==> src/rtl/addsub_arbiter.sv <==
// Round-robin arbiter and sequencer that shares one 32-bit add/sub/SLT unit between two requesters.
// Latency: the op is accepted at edge N, the unit is driven in cycle N+1, and rsp_valid rises in cycle N+2.
// Backpressure: only one op is in flight; req_ready stays 0 until the owner's response handshake completes.
module addsub_arbiter (
  input  logic        clk,
  input  logic        rst_n,
  input  logic [1:0]  req_valid,
  output logic [1:0]  req_ready,
  input  logic [31:0] req_a0,
  input  logic [31:0] req_b0,
  input  logic [31:0] req_a1,
  input  logic [31:0] req_b1,
  input  logic [1:0]  req_op0,
  input  logic [1:0]  req_op1,
  output logic [1:0]  rsp_valid,
  input  logic [1:0]  rsp_ready,
  output logic [31:0] rsp_data,
  output logic [2:0]  rsp_flags,
  output logic [31:0] au_A,
  output logic [31:0] au_B,
  output logic        au_ctl0,
  output logic        au_ctl1,
  input  logic [31:0] au_out,
  input  logic        au_Zero,
  input  logic        au_Overflow,
  input  logic        au_Cout
);

  typedef enum logic [1:0] {IDLE, EXEC, RESP} state_t;

  state_t      state;
  logic        last;
  logic        owner;
  logic        gnt;
  logic        accept;
  logic        rsp_hs;
  logic [31:0] sel_a;
  logic [31:0] sel_b;
  logic [1:0]  sel_op;

  // Round-robin pick: on a tie the requester that did not win last time gets the grant.
  always_comb begin
    gnt = 1'b0;
    if (req_valid == 2'b11) begin
      gnt = ~last;
    end else begin
      gnt = req_valid[1];
    end
  end

  // Ready goes only to the granted requester, and only while idle.
  always_comb begin
    req_ready = 2'b00;
    if (state == IDLE) begin
      if (gnt) begin
        req_ready = {req_valid[1], 1'b0};
      end else begin
        req_ready = {1'b0, req_valid[0]};
      end
    end
  end

  // Operand mux for the granted requester; the response path decodes from the registered state.
  always_comb begin
    sel_a     = gnt ? req_a1 : req_a0;
    sel_b     = gnt ? req_b1 : req_b0;
    sel_op    = gnt ? req_op1 : req_op0;
    accept    = |(req_valid & req_ready);
    rsp_valid = (state == RESP) ? (owner ? 2'b10 : 2'b01) : 2'b00;
    rsp_hs    = (state == RESP) && rsp_ready[owner];
  end

  // Sequencer: accept, drive the unit for one cycle, capture the result, then hold it until the owner consumes it.
  always_ff @(posedge clk or negedge rst_n) begin
    if (!rst_n) begin
      state     <= IDLE;
      last      <= 1'b1;
      owner     <= 1'b0;
      au_A      <= 32'd0;
      au_B      <= 32'd0;
      au_ctl0   <= 1'b0;
      au_ctl1   <= 1'b0;
      rsp_data  <= 32'd0;
      rsp_flags <= 3'd0;
    end else begin
      case (state)
        IDLE: begin
          if (accept) begin
            au_A    <= sel_a;
            au_B    <= sel_b;
            au_ctl1 <= sel_op[1];
            // Opcode 10 is folded onto SLT (11).
            au_ctl0 <= sel_op[0] | sel_op[1];
            owner   <= gnt;
            last    <= gnt;
            state   <= EXEC;
          end
        end
        EXEC: begin
          rsp_data  <= au_out;
          rsp_flags <= {au_Zero, au_Overflow, au_Cout};
          state     <= RESP;
        end
        RESP: begin
          if (rsp_hs) begin
            state <= IDLE;
          end
        end
        default: state <= IDLE;
      endcase
    end
  end

endmodule

==> config.mk <==
export PLATFORM = sky130hd
export DESIGN_NAME = addsub_arbiter
export DESIGN_NICKNAME = d
export VERILOG_FILES = /design/src/rtl/addsub_arbiter.sv
export SDC_FILE = /design/constraint.sdc
export NUM_CORES = 1
export LEC_CHECK = 0
export CORE_ASPECT_RATIO = 0.7
export CORE_MARGIN = 2
export CORE_UTILIZATION = 40
export DETAILED_ROUTE_END_ITERATION = 6
export PLACE_DENSITY = 0.89
export SLEW_MARGIN = 10
export SYNTH_ARGS = -nofsm -noshare
export SYNTH_HDL_FRONTEND = slang
export SYNTH_SLANG_ARGS = --single-unit
==> constraint.sdc <==
create_clock -name clk -period 2.5 [get_ports clk]
set_input_delay 0.5 -clock clk [delete_from_list [all_inputs] [get_ports clk]]
set_output_delay 0.5 -clock clk [all_outputs]
set_load 0.01 [all_outputs]
==> results.md, run 1 <==
* Worst clock skew at 0.00970 ns
* Die W at 135 µm
* Row count at 33
* DRT antenna net count at 0
* Fillcell total at 849
* DRC at 0
* Peak supply drop at 0.643 mV
* Most common cell after layout, fill and taps aside: clkdlybuf4s50_1
* Final period utilization at 95.3%
* Maximum clock rate at 0.420 GHz
* Top cell type's share of synthesized area at 53.8%
* Max Cap Violations at 0
* DIE AREA at 13000 µm²
* Worst Max-Slew Pin Slew at 0.696 ns
* Vias per std cell at 4.79
* Hold buffers post-CTS at 0
* Synth Net Count at 482
* Clock slew at reported path FFs at 0.08 ns
* Slew Viols, Final at 0
* Die Y at 96.0 µm
* Multi-input logic area at 2100 µm²
* CP Data Arrival Time at 1.88 ns
* Vias in the first global route at 4071
* CP Class: in -> out
* DR vias at 3618
* # IOs at 278
* GPL Wtd Cong at 0.754
* Cts bufs inserted at 9
* Setup TNS at 0 ns
* GR Util All Layers at 20.1%
* Post-DR wirelength/cell at 17.3 µm
* Clock Path Buffers at 2
* Worst reg-to-reg path cell count at 5
* Largest net degree at the start of global routing at 55
* CP Launch Point: req_valid[0]
* Min-delay worst type: in -> async
* TritonCTS clock tree: built
* Layout area overhead at 68.3%
* Post-Syn Instances at 309
* Register Area at 2630 µm²
* CTS H-Tree Depth at 3
* Final WS setup at 0.116 ns
* Cell Area, Synth at 4840 µm²
* Initial core utilization at 41.1%
* Slew Limit Headroom at 53.6%
* Number of antenna diodes at 0
* Status: finished clean
* Pwr Density at 1130 nW/µm²
* Synth Area per Inst at 15.7 µm²
* First-pass GRT wire length at 20000 µm
* CP required at 2.00 ns
* Flops & latches, synth at 105
* Setup violators final at 0
* DRT Pass-1 Iters at 4
* Nets at 766
* RSZ-0062 raised after global routing: no
* DPL Wire Length at 10500 µm
* Min Tclk post-route at 2.38 ns
* Root Buffer: clkbuf_16
* Initial antenna violation count at 0
* Placed cell area at 7840 µm²
* Hold Fails Final Rpt at 0
* Pleak at 0.00337 µW
* Number of unique standard cell types used by synthesis at 18
* Top post-synthesis cells by area: dfrtp_1 54%, mux2_2 33%, mux2_4 8.4%, buf_2 1.1%, buf_6 0.93%
* Cell taking the most area after synthesis: dfrtp_1
* FF-to-FF Start: last
* Drt total wl at 13100 µm
* Core region area at 11800 µm²
* CP Max Fanout at 2
* Most frequent cells in the layout: 274 x clkdlybuf4s50_1, 140 x mux2_2, 104 x dfrtp_1, 27 x mux2_4, 12 x buf_4
* Setup slack after placement at -0.131 ns
* Critical Path Sink Type: output pin
* Clk sinks at 105
* Grt ovf at 0
* Share of cells above drive strength 1 at 33.8%
* Setup crit start kind: input pin
* Synth Warn # at 0
* DR iter-0 viols at 47
* Worst-skew pair later-pin latency at 0.34 ns
* # port buffers at 277
* Design Area, Final at 8150 µm²
* Seq/Total Area, Yosys at 54.3%
[cell type report]
class,instances,share of cell area (%)
timing repair buffer,291,35.7
sequential,105,32.3
multi-input combinational,185,25.8
clock buffer,9,2.76
tap,157,2.41
clock inverter,7,1.03
inverter,1,0.0461
[per-stage QoR]
stage	cells	hold WS [ns]	power [µW]	util [%]
global route	755	0.234	9760	69.3
finish	755	0.187	9220	69.3
detailed placement	739	0.492	7870	66.6
global placement	739	0.487	7680	66.6
CTS	755	0.216	9350	69.3
floorplan	309	0.204	5320	-
[power breakdown]
| group | internal (µW) | switching [µW] | leakage, µW |
|---|---|---|---|
| clock | 798 | 654 | 0.000154 |
| combinational | 3010 | 1690 | 0.00199 |
| sequential | 2590 | 474 | 0.00123 |
| total | 6400 | 2820 | 0.00337 |
[kinds of logic after synthesis]
logic type	after synthesis	share of synthesized area, %
AOI/OAI and AO/OA	5	0.750
DFF	105	54.3
muxes	168	41.1
buffers and inverters	19	2.61
and+or+nand+nor	12	1.19
[layer usage]
| layer | share of wire (%) | vias up | track usage [%] | wire (µm) |
|---|---|---|---|---|
| met5 | 0 | - | 0 | 0 |
| li1 | - | 1672 | - | - |
| met2 | 53 | 158 | 38.3 | 6900 |
| met1 | 36 | 1772 | 20.6 | 4770 |
| met4 | 1.4 | 0 | 5.56 | 182 |
| met3 | 9.5 | 16 | 8.37 | 1240 |
[state kept, by name (all words and copies together) (netlist names)]
signal / count
au_ctl0: 1
last: 1
rsp_flags: 3
rsp_data: 32
owner: 1
au_ctl1: 1
state: 2
au_A: 32
au_B: 32
[cell usage after synthesis]
cell and instances:
inv_1 1, buf_4 3, and2_1 1, dfstp_2 1
buf_6 4, dfrtp_1 104, o21a_1 1, a21o_1 1
mux2_2 140, nor2_1 6, mux2i_1 1, a21boi_2 1
buf_2 11, nand2b_1 2, mux2_4 27, o21ai_0 2
or3b_2 1, nand2_1 2
[timing repair]
| item | in CTS | in global routing |
|---|---|---|
| buffers inserted | 0 | 0 |
| setup endpoints to repair | 2 | 0 |
| gates resized for setup | 2 | 0 |
[worst paths after layout]
check | slack (ns) | endpoint
min in group clk | 0.50 | au_A[6]
max | 0.12 | req_ready[0]
max reg2reg | 0.75 | au_A[4]
max in group asynchronous | 1.61 | au_A[16]
min | 0.19 | au_B[14]
min reg2reg | 0.50 | au_A[6]
[worst max-delay path, stage by stage]
cell and delay (ns):
clkdlybuf4s50_1 0.50, or3b_2 0.48, nor2_1 0.10, dlygate4sd2_1 0.31
Power figures use the tool's default switching activity.
==> run 2: changes to the inputs <==
Settings changed: CTS_BUF_LIST set to sky130_fd_sc_hd__clkbuf_4.
==> results.md, run 2 (same netlist as run 1, synthesis figures left out) <==
* Worst clock skew at 0.0228 ns
* Pleak at 0.00330 µW
* Initial antenna violation count at 0
* Top delay family on crit path: buffers and inverters
* Number of antenna diodes at 0
* Nets at 766
* DRT antenna net count at 0
* TritonCTS clock tree: built
* Design Area, Final at 7990 µm²
* Share of cells above drive strength 1 at 33.8%
* Clock Path Buffers at 2
* DRC at 0
* Placed cell area at 7840 µm²
* Min Tclk post-route at 2.38 ns
* CP Data Arrival Time at 1.88 ns
* Most frequent cells in the layout: 274 x clkdlybuf4s50_1, 140 x mux2_2, 104 x dfrtp_1, 27 x mux2_4, 12 x buf_4
* Postcts setup bufs at 0
* Initial core utilization at 41.1%
* Worst-path cell chain: clkdlybuf4s50_1 -> or3b_2 -> nor2_1 -> dlygate4sd2_1
* Pwr Total at 8680 µW
* Clock slew at reported path FFs at 0.17 ns
* Slew Viols, Final at 0
* DR iter-0 viols at 62
* Drt total wl at 13100 µm
* DRT Pass-1 Iters at 4
* Row count at 33
* Critical Path Sink Type: output pin
* Slew Limit Headroom at 54.5%
* Worst Max-Slew Pin Slew at 0.683 ns
* Vias in the first global route at 4040
* Grt ovf at 0
* Setup crit start kind: input pin
* Reg2reg setup slack at 0.76 ns
* DIE AREA at 13000 µm²
* Min-delay worst type: in -> async
* DR vias at 3610
* Max Cap Violations at 0
* Core region area at 11800 µm²
* FF-to-FF Start: last
* Setup violators final at 0
* Status: finished clean
* RSZ-0062 raised after global routing: no
* CP required at 2.00 ns
* Final period utilization at 95.4%
* CTS H-Tree Depth at 3
* Biggest registers after layout: au_A x32, au_B x32, rsp_data x32
* CP bufs+invs at 2
* Layout area overhead at 65.1%
* Die Y at 96.0 µm
* First-pass GRT wire length at 20000 µm
* Peak supply drop at 0.757 mV
* Pwr Density at 1090 nW/µm²
* Cts bufs inserted at 9
* Post-DR wirelength/cell at 17.3 µm
* CP Class: in -> out
* Largest net degree at the start of global routing at 55
* GR Util All Layers at 20.1%
* Most common cell after layout, fill and taps aside: clkdlybuf4s50_1
* CP Max Fanout at 2
* Setup TNS at 0 ns
* FF-to-FF End: au_A[4]
* Vias per std cell at 4.78
* Root Buffer: clkbuf_4
* Worst-skew pair later-pin latency at 0.45 ns
* Hold Fails Final Rpt at 0
* Die W at 135 µm
* DPL Wire Length at 10500 µm
* Setup slack after placement at -0.131 ns
* Maximum clock rate at 0.419 GHz
* GPL Wtd Cong at 0.754
* Crit path max-delay cell type: clkdlybuf4s50_1
* Worst reg-to-reg path cell count at 5
* Clk sinks at 105
* # IOs at 278
* # port buffers at 277
* Final WS setup at 0.116 ns
* CP peak stage delay at 0.50 ns
-- run 2: changes by cell type in the layout (fill, tap and decap cells not counted) --
cell,previous run,this run
clkbuf_4,0,9
clkbuf_16,9,0
-- run 2: area by class of cell --
cell class	count	area, µm²
clock buffers	9	67.6
inverters	1	3.75
clock inverters	7	83.8
flip-flops and latches	105	2630
well taps	157	196
fillers	864	3780
multi-input cells	185	2100
repair buffers	291	2910
-- run 2: how the worst max path moves through the flow --
stage            startpoint      endpoint  cells past startpoint
6_report       req_valid[0]  req_ready[0]                      4
5_1_grt        req_valid[0]  req_ready[0]                      4
4_1_cts        req_valid[0]  req_ready[0]                      4
3_5_place_dp   req_valid[0]  req_ready[0]                      4
3_3_place_gp   req_valid[0]  req_ready[0]                      4
2_1_floorplan  req_valid[1]  req_ready[1]                      4
-- run 2: through the flow --
| stage | util, % | hold slack (ns) | cells |
|---|---|---|---|
| after global routing | 67.9 | 0.0727 | 755 |
| final | 67.9 | 0.0531 | 755 |
| after CTS | 67.9 | 0.0492 | 755 |
| after global placement | 66.6 | 0.487 | 739 |
| after floorplan | - | 0.204 | 309 |
| after detailed placement | 66.6 | 0.492 | 739 |
-- run 2: power by group --
part / total [µW] / internal, µW / switching [µW] / leakage, µW
combinational: 4700 / 3010 / 1690 / 0.00199
sequential: 3050 / 2580 / 474 / 0.00123
clock: 924 / 328 / 596 / 0.0000847
-- run 2: routing by layer --
| metal | vias to the layer above | global-route usage, % | routed length (µm) | share of wire, % |
|---|---|---|---|---|
| met1 | 1766 | 20.6 | 4730 | 36 |
| met3 | 14 | 8.37 | 1270 | 9.7 |
| met2 | 159 | 38.3 | 6880 | 53 |
| met5 | - | 0 | 0 | 0 |
| met4 | 0 | 5.30 | 183 | 1.4 |
| li1 | 1671 | - | - | - |
-- run 2: repair_timing --
action / in CTS / in global routing
hold buffers: 0 / 0
endpoints found under the setup margin: 2 / 0
endpoints found under the hold margin: 0 / 0
resized for setup: 2 / 0
==> run 3: changes to the inputs <==
Settings changed: ABC_AREA set to 1, PLACE_DENSITY 0.89 to 0.88.
Clock period 2.5 ns to 3.05 ns, I/O delays scaled along.
==> results.md, run 3 <==
* Status: finished clean
* Top post-synthesis cells by area: dfrtp_1 52%, nand2_1 20%, nand3_1 13%, mux2_2 7.9%, buf_2 2.4%
* Post-synth top cells: 269 x nand2_1, 134 x nand3_1, 104 x dfrtp_1
* Top cell type's share of synthesized area at 51.9%
* Final Util at 64.8%
* Number of unique standard cell types used by synthesis at 17
* Most common cell after layout, fill and taps aside: clkdlybuf4s50_1
* Drt total wl at 15500 µm
* Nets at 1029
* Synth Area per Inst at 8.31 µm²
* Seq/Total Area, Yosys at 52.4%
* Hold Fails Final Rpt at 0
* Die Y at 97.7 µm
* Setup crit start kind: input pin
* Post-DR wirelength/cell at 15.2 µm
* Hold buffers post-CTS at 0
* Count leader, synth: nand2_1
* Critical Path Sink Type: output pin
* CP Class: in -> out
* Postcts setup bufs at 0
* CP Data Arrival Time at 1.91 ns
* # port buffers at 277
* Setup violators final at 0
* Hold WS at 0.130 ns
* Die W at 138 µm
* Vias in the first global route at 5028
* PostCTS Resize Cnt at 0
* Number of antenna diodes at 0
* Largest net degree at the start of global routing at 70
* Root Buffer: clkbuf_4
* Min Tclk post-route at 2.52 ns
* Synth Net Count at 777
* CP required at 2.44 ns
* Asr flop ratio synth at 100%
* DIE AREA at 13500 µm²
* Fillcell total at 1051
* Vias per std cell at 4.92
* DRT Pass-1 Iters at 4
* Worst clock skew at 0.0102 ns
* DRC at 0
* Design Area, Final at 7990 µm²
* Clock Path Buffers at 2
* Placed cell area at 7840 µm²
* Pleak at 0.00381 µW
* Clock slew at reported path FFs at 0.16 ns
* First-pass GRT wire length at 24800 µm
* DR vias at 5037
* Initial antenna violation count at 0
* Min-delay worst type: in -> async
* Cell taking the most area after synthesis: dfrtp_1
* RSZ-0062 raised after global routing: no
* # IOs at 278
* Reg2reg setup slack at 1.07 ns
* Number of enable flip-flop cells after synthesis at 0
* Final period utilization at 82.7%
* Pwr Density at 866 nW/µm²
* TritonCTS clock tree: built
* Worst Max-Slew Pin Slew at 0.853 ns
* Setup TNS at 0 ns
* Cts bufs inserted at 9
* Flops & latches, synth at 105
* Slew Viols, Final at 0
* Peak supply drop at 0.429 mV
* Maximum clock rate at 0.396 GHz
* Clk sinks at 105
* Cell Area, Synth at 5020 µm²
* Layout area overhead at 59.3%
* Most frequent cells in the layout: 275 x clkdlybuf4s50_1, 268 x nand2_1, 134 x nand3_1, 104 x dfrtp_1, 35 x mux2_2
* Initial core utilization at 40.7%
* Share of cells above drive strength 1 at 8.25%
* GPL Wtd Cong at 0.795
* Worst-skew pair later-pin latency at 0.44 ns
* DRT antenna net count at 0
* Row count at 34
* Slew Limit Headroom at 42.9%
* Multi-input logic area at 2140 µm²
* CTS H-Tree Depth at 3
* GR Util All Layers at 23.3%
* Synth Flop Type: dfrtp_1
* Max Cap Violations at 0
* Post-Syn Instances at 604
* Biggest registers after layout: au_A x32, au_B x32, rsp_data x32
* Synth Warn # at 0
* DPL Wire Length at 11300 µm
* Register Area at 2630 µm²
* Core region area at 12300 µm²
* Grt ovf at 0
* DR iter-0 viols at 193
* Pwr Total at 6920 µW
* CP Max Fanout at 3
run 3: cell types whose count changed in the layout (fill, tap and decap cells not counted), moves of 3 or more:
cell	change
nand3_1	+134
nand2_1	+266
mux2_2	-105
nor2_1	-3
mux2_4	-27
inv_1	+3
nand2_2	+5
run 3: cell type report:
cell class,instances,area share [%]
repair buffers,287,35.7
well taps,162,2.54
flip-flops and latches,105,32.9
clock inverters,6,0.955
clock buffers,10,0.940
inverters,4,0.188
multi-input cells,449,26.8
run 3: critical path, cell delays in order:
cell and delay [ns]:
clkdlybuf4s50_1 0.52, nand2_2 0.09, a21oi_1 0.14, clkdlybuf4s50_1 0.54
run 3: metal layers:
metal  part of all wire, %  routed length [µm]  track usage, %  up-vias
li1                      -                   -               -     2458
met3                    11                1650            7.98       24
met5                     0                   0               0        -
met2                    49                7550            41.0      207
met1                    39                6060            27.1     2348
met4                   1.8                 278            6.04        0
run 3: through the flow:
step                      cells  setup WS [ns]
after floorplan             604           1.14
after global placement     1007          0.509
after detailed placement   1007          0.432
after CTS                  1023          0.514
after global routing       1023          0.468
final                      1023          0.526
run 3: final timing paths:
path                                end  cells past startpoint         start
min in group clk                   last                      2          last
max                        req_ready[0]                      4  req_valid[0]
max reg2reg                     au_ctl0                      7          last
min                            au_A[27]                      1         rst_n
min reg2reg                        last                      2          last
max in group asynchronous       au_ctl0                      2         rst_n
run 3: where the power goes:
part | internal [µW] | switching, µW
clock | 273 | 479
sequential | 2080 | 361
combinational | 1980 | 1750
run 3: cell families after synthesis:
kind of cell / Yosys count / synth area share (%)
mux: 35 / 7.86
compound gates: 2 / 0.199
simple gates: 412 / 34.5
flops: 105 / 52.4
buf+inv: 50 / 5.01
